$ cat src/rtl/serializer_16to1.sv
// 16-bit parallel-to-serial stage with dav_/rfd handshake. A 4-bit select
// counter walks a held buffer through a decoded 16-to-1 mux, one bit per clock.
module serializer_16to1 #(
  parameter bit MSB_FIRST = 1'b0
) (
  input  logic        clock,
  input  logic        reset_,
  input  logic        dav_,
  input  logic [15:0] x15_x0,
  output logic        rfd,
  output logic [3:0]  b3_b0,
  output logic        z0,
  output logic        valid,
  output logic        last
);

  localparam logic [1:0] S_WAIT  = 2'd0;
  localparam logic [1:0] S_SHIFT = 2'd1;
  localparam logic [1:0] S_ACK   = 2'd2;

  logic [15:0] buf_r;
  logic [3:0]  cnt_r;
  logic [1:0]  state_r;
  logic        rfd_r;
  logic [3:0]  sel_s;
  logic [15:0] dec_s;

  // One-hot decode of the mux command input.
  function automatic logic [15:0] decode_sel(input logic [3:0] sel);
    logic [15:0] onehot;
    onehot = 16'd0;
    for (int i = 0; i < 16; i++) begin
      if (sel == i[3:0]) begin
        onehot[i] = 1'b1;
      end else begin
        onehot[i] = 1'b0;
      end
    end
    return onehot;
  endfunction

  // Handshake FSM, buffer load and select counter.
  always_ff @(posedge clock) begin
    if (!reset_) begin
      state_r <= S_WAIT;
      rfd_r   <= 1'b1;
      cnt_r   <= 4'd0;
      buf_r   <= 16'd0;
    end else begin
      case (state_r)
        S_WAIT: begin
          if (!dav_) begin
            buf_r   <= x15_x0;
            cnt_r   <= 4'd0;
            rfd_r   <= 1'b0;
            state_r <= S_SHIFT;
          end
        end
        S_SHIFT: begin
          // 4-bit wrap brings cnt back to 0 on the final bit.
          cnt_r <= cnt_r + 4'd1;
          if (cnt_r == 4'd15) begin
            state_r <= S_ACK;
          end
        end
        S_ACK: begin
          if (dav_) begin
            rfd_r   <= 1'b1;
            state_r <= S_WAIT;
          end
        end
        default: begin
          state_r <= S_WAIT;
          rfd_r   <= 1'b1;
          cnt_r   <= 4'd0;
        end
      endcase
    end
  end

  // Bit order only changes how the count maps onto the mux select.
  always_comb begin
    sel_s = 4'd0;
    if (MSB_FIRST) begin
      sel_s = 4'd15 - cnt_r;
    end else begin
      sel_s = cnt_r;
    end
  end

  // Decoded mux: AND each buffer bit with its select line, then OR-reduce.
  always_comb begin
    dec_s = decode_sel(sel_s);
  end

  assign z0    = |(dec_s & buf_r);
  assign b3_b0 = sel_s;
  assign rfd   = rfd_r;
  assign valid = (state_r == S_SHIFT);
  assign last  = valid & (cnt_r == 4'd15);

endmodule

$ cat config.mk
export PLATFORM = sky130hd
export DESIGN_NAME = serializer_16to1
export DESIGN_NICKNAME = d
export VERILOG_FILES = /design/src/rtl/serializer_16to1.sv
export SDC_FILE = /design/constraint.sdc
export NUM_CORES = 1
export LEC_CHECK = 0
export BUFFER_PORTS_ARGS = -buffer_cell sky130_fd_sc_hd__buf_2
export CAP_MARGIN = 20
export CORE_ASPECT_RATIO = 1.5
export CORE_MARGIN = 3
export CORE_UTILIZATION = 40
export DETAILED_ROUTE_END_ITERATION = 6
export PLACE_DENSITY = 0.65
export SLEW_MARGIN = 20
export SYNTH_ARGS = -nofsm -noshare
export SYNTH_HDL_FRONTEND = slang
export SYNTH_SLANG_ARGS = --single-unit
export TNS_END_PERCENT = 5
$ cat constraint.sdc
create_clock -name clock -period 2.6 [get_ports clock]
set_input_delay 0.13 -clock clock [delete_from_list [all_inputs] [get_ports clock]]
set_output_delay 0.13 -clock clock [all_outputs]
set_load 0.01 [all_outputs]
**Word level (Yosys, flattened, before mapping)**

Cells that the tools add are included.

- $add $sub $neg: 1
- Equal/unequal tests: 20
- Mux-type cells: 25
- Bitwise logic cells: 5
- Reductions and logical operators: 7

Operator list:

| cell | number |
|---|---|
| equality test 4 bit, second input constant | 8 |
| two-way mux 1 bit | 18 |
| AND 16 bit | 1 |
| equality test 4 x 3 -> 1 bit, second input constant | 4 |
| OR reduction 16 bit | 1 |
| case mux 4 bit (3 select lines) | 1 |
| equality test 4 x 2 -> 1 bit, second input constant | 2 |
| two-way mux 2 bit | 3 |
| case mux 2 bit (3 select lines) | 1 |
| AND reduction 3 bit | 2 |
| adder 4 x 1 -> 4 bit, second input constant | 1 |
| equality test 4 x 1 -> 1 bit, second input constant | 1 |
| zero test 4 bit | 1 |
| two-way mux 4 bit | 1 |
| inequality test 2 bit, second input constant | 2 |
| AND reduction 2 bit | 2 |
| inverter 1 bit | 3 |
| case mux 1 bit (3 select lines) | 1 |
| equality test 2 x 1 -> 1 bit, second input constant | 1 |
| equality test 2 bit, second input constant | 1 |
| zero test 2 bit | 1 |
| inequality test 2 x 1 -> 1 bit, second input constant | 1 |
| AND 1 bit | 1 |

- Flip-flop bits (word level): 23
- Output and inout port bits: 8

**Longest topological paths before layout**

- Depth in word-level cells: 4
- Gate-level depth with buffers: 6
- Gate-level depth less buffers: 6

**Least setup slack after synthesis**

No wires, ideal clock.

- Path type: register -> output
- From: register cnt_r[0] (netlist: b3_b0[0])
- To: output port z0
- Arrival time: 1392 ps
- Path slack: 1078 ps
- Stages on the path, launching flop included: 7
- Path buffers: 0
- Path through: dfxtp_1 inv_1 ha_1 a22o_1 nor3_1 a31oi_1 o211a_1

- Cells in the longest elaborated chain, start to end: 4

Ends and longest elaborated chain:

| what | line | RTL |
|---|---|---|
| start, declared | 22 | `logic [3:0] cnt_r;` |
| start signal, assigned | 61 | `cnt_r <= cnt_r + 4'd1;` |
| equality test 4 x 1 -> 1 bit, or another cell as far along | 33 | `if (sel == i[3:0]) begin` |
| two-way mux 1 bit | 33 |  |
| AND 16 bit * | 96 | `assign z0 = \|(dec_s & buf_r);` |
| OR reduction 16 bit * | 96 |  |
| end, declared | 12 | `output logic z0,` |

Mark *: on every way between the ends. The rest lies on a longest branch, timed or not.

**Final worst setup path**

Ends and elaborated chain as after synthesis.

==> results.py <==
metrics = {
    "status": {
        "outcome": "complete, no violations",
    },
    "yosys": {
        "synth_top_area_share_pct": 42.4,
        "synth_compound_gate_area_share_pct": 23.4,
        "synth.most_common_cell": "sky130_fd_sc_hd__nand2_1",
        "syn-mean-instance-area_um2": 8.48,
        "synthMuxAreaShare_pct": 0,
        "syn_nets": 151,
        "synth_seq_cells": 23,
        "synth_fa_ha_area_share_pct": 4.61,
        "post_synth_instance_area_um2": 1090,
        "synth_flop_cell": "sky130_fd_sc_hd__dfxtp_1",
        "proportion_of_synthesized_flip_flops_having_asynchronous_set_or_reset_pct": 0,
        "post_synth_inst_count": 128,
        "synth_top_cells_by_count": "sky130_fd_sc_hd__nand2_1, sky130_fd_sc_hd__dfxtp_1, sky130_fd_sc_hd__a21boi_1, sky130_fd_sc_hd__a21boi_0, sky130_fd_sc_hd__nor2_1",
        "sequential_element_share_of_the_synthesized_area_pct": 42.4,
        "yosysTopAreaCell": "sky130_fd_sc_hd__dfxtp_1",
        "synth-xor-area-share_pct": 0.806,
        "synth-warning-count": 0,
        "synth_top_cells_by_area": "sky130_fd_sc_hd__dfxtp_1, sky130_fd_sc_hd__nand2_1, sky130_fd_sc_hd__a21boi_1",
        "synth_simple_gate_area_share_pct": 22.9,
        "number_of_distinct_library_cells_after_synthesis": 33,
        "synth_top_family_by_area": "compound AO/OA/AOI/OAI gates",
        "synth_enable_flop_cells": 0,
    },
    "timing": {
        "final_period_minus_worst_setup_slack_ns": 2.03,
        "hold_viol_final": 0,
        "tns_ns": 0,
        "clock.fmax_mhz": 492,
        "finClkSkew_ns": 0.00390,
        "tightestPinTransition_ns": 0.651,
        "rsz_0062_raised_after_global_routing": "false",
        "setup_viol": 0,
        "maxSlewHeadroom_pct": 56.5,
        "final_min_period_over_clock_period_pct": 78.2,
        "timing_max_transition_violations_final": 0,
    },
    "floorplan": {
        "fp-row-count": 22,
        "dieArea_um2": 3390,
        "chipWidth_um": 48.5,
        "pin_count": 27,
        "initial_utilization_pct": 42.9,
        "die_y_um": 69.8,
        "core_um2": 2530,
    },
    "critical_path": {
        "cp_num_cells": 7,
        "critical_path.endpoint_type": "output port",
        "critical_path_buf_inv_count": 2,
        "timing_worst_setup_path_type": "reg -> out",
        "worstPathRequired_ns": 2.47,
        "worstPathArrival_ns": 1.90,
        "worst-r2r-cell-count": 3,
        "slowest_delay_ns": 0.46,
        "critical_path_top_delay_cell": "sky130_fd_sc_hd__dfxtp_1",
        "worst_setup_path_start_kind": "register",
        "crit_path_max_fanout": 7,
        "crit_path_cell_chain": "inv_1 > ha_1 > a22o_1 > nor3_1 > a31oi_1 > o211a_1 > buf_2",
        "cp_top_family": "compound AO/OA/AOI/OAI gates",
    },
    "clocking": {
        "cts-hold-fix-buffers": 0,
        "clock_tree.root_cell": "sky130_fd_sc_hd__clkbuf_4",
        "clock-sinks": 23,
        "cts-resized-gates": 0,
        "number_of_buffers_inserted_to_repair_setup_after_cts": 0,
        "clkLatencyLatePin_ns": 0.30,
        "clk_pin_slew_ns": 0.12,
        "tritoncts.num_buffers": 3,
        "htree_num_levels": 1,
        "tritoncts": "built",
        "ctsLongestPathBuffers": 2,
    },
    "detailed_routing": {
        "tritonroute_pass_1_iters": 4,
        "wirelength_mm": 2.30,
        "routed-via-count": 928,
        "drt.antenna.violating_nets": 0,
        "detail_route.vias_per_cell": 4.99,
        "dr.first_iter.drc_count": 27,
        "drc_errors": 0,
        "routed_wire_length_per_instance_um": 12.4,
    },
    "hold_path": {
        "hold-path-cell-count": 3,
        "hp-class": "in -> reg",
    },
    "final_layout": {
        "final_core_utilization_pct": 48.8,
        "nNetsFinal": 174,
        "fraction_of_final_layout_cells_sized_beyond_drive_strength_1_pct": 20.7,
        "num_antenna_cells": 0,
        "layout-area-overhead-vs-synth_pct": 13.8,
        "final.fill_count": 257,
        "finalInstanceArea_um2": 1240,
    },
    "place": {
        "dp.final_hpwl_mm": 1.75,
        "portBuffers": 26,
        "placer_congestion": 0.871,
        "cell_area_placed_um2": 1210,
    },
    "power": {
        "irDropWorstVdd_mv": 0.444,
        "power-per-cell-area_nw_per_um2": 511,
        "p_leak_nw": 0.510,
    },
    "global_routing": {
        "largest_net_degree_at_the_start_of_global_routing": 24,
        "grt_pass1_wl_mm": 3.85,
        "grt_overflow_total": 0,
        "number_of_antenna_violations_at_the_first_check_in_global_routing": 0,
        "via_count_of_the_first_global_routing_pass": 878,
        "track_usage_pct": 14.4,
    },
    "job": {
        "max_cap_viols": 0,
    },
}
-- cell type report --
| type | count | area (µm²) | area share (%) |
|---|---|---|---|
| Timing Repair Buffer | 26 | 130 | 10.5 |
| Clock inverter | 1 | 5.00 | 0.405 |
| Multi-Input combinational cell | 94 | 562 | 45.4 |
| Clock buffer | 3 | 22.5 | 1.82 |
| Tap cell | 36 | 45.0 | 3.64 |
| Sequential cell | 23 | 460 | 37.2 |
| Inverter | 3 | 11.3 | 0.911 |
-- flip-flops by register name (all words and copies together) (netlist names) --
register  count
buf_r        16
rfd           1
state_r       2
b3_b0         4
-- final timing paths --
path / start / to / slack [ns]
max: b3_b0[0] / z0 / 0.57
min: x15_x0[14] / buf_r[14] / 0.05
max reg2reg: state_r[0] / buf_r[8] / 1.17
min reg2reg: buf_r[2] / buf_r[2] / 0.47
-- cell usage in the layout (no fill, tap or decap), drive strengths merged, types with 2 or more instances in the layout --
cell	Yosys	final
nand2	35	35
buf	6	26
dfxtp	23	23
a21boi	16	16
nor2	5	5
o21ai	4	4
ha	4	4
inv	3	3
and2	3	3
clkbuf	2	3
a22oi	2	2
a22o	2	2
a222oi	2	2
nand3	2	2
nor3b	2	2
o22ai	2	2
a21oi	2	2
nor3	2	2
-- worst min-delay path, cell delays in order --
cell	delay, ns
sky130_fd_sc_hd__buf_2	0.10
sky130_fd_sc_hd__nand2_1	0.04
sky130_fd_sc_hd__a21boi_1	0.05
-- per-stage QoR --
step	instances	power [W]	hold slack (ns)	setup WS, ns
after floorplan	128	0.000454	0.265	1.08
after global placement	182	0.000481	0.368	0.987
after detailed placement	182	0.000484	0.378	0.910
after CTS	186	0.000638	0.0465	0.564
after global routing	186	0.000666	0.0434	0.423
final	186	0.000632	0.0519	0.567
-- report_power, final --
part	switching (W)	total [W]	internal, W	leakage, nW
logic	0.0000471	0.0000864	0.0000394	0.304
clock network	0.000101	0.000158	0.0000573	0.0177
registers	0.0000158	0.000387	0.000372	0.189
-- logic make-up (layout without fill, tap and decap cells) --
family | count (synthesis) | after routing
simple gates | 54 | 54
compound gates | 35 | 35
xor+xnor | 1 | 1
buf+inv | 11 | 33
fa+ha+maj | 4 | 4
flops | 23 | 23
-- routing by layer --
layer  GRT usage, %  vias up  wire length (µm)
li1               -      486                 -
met1           16.6      422              1010
met4           6.65        0                23
met5              0        -                 0
met3           2.37        2                89
met2           25.6       18              1180
Note: power is estimated with default switching activity, not from simulation.
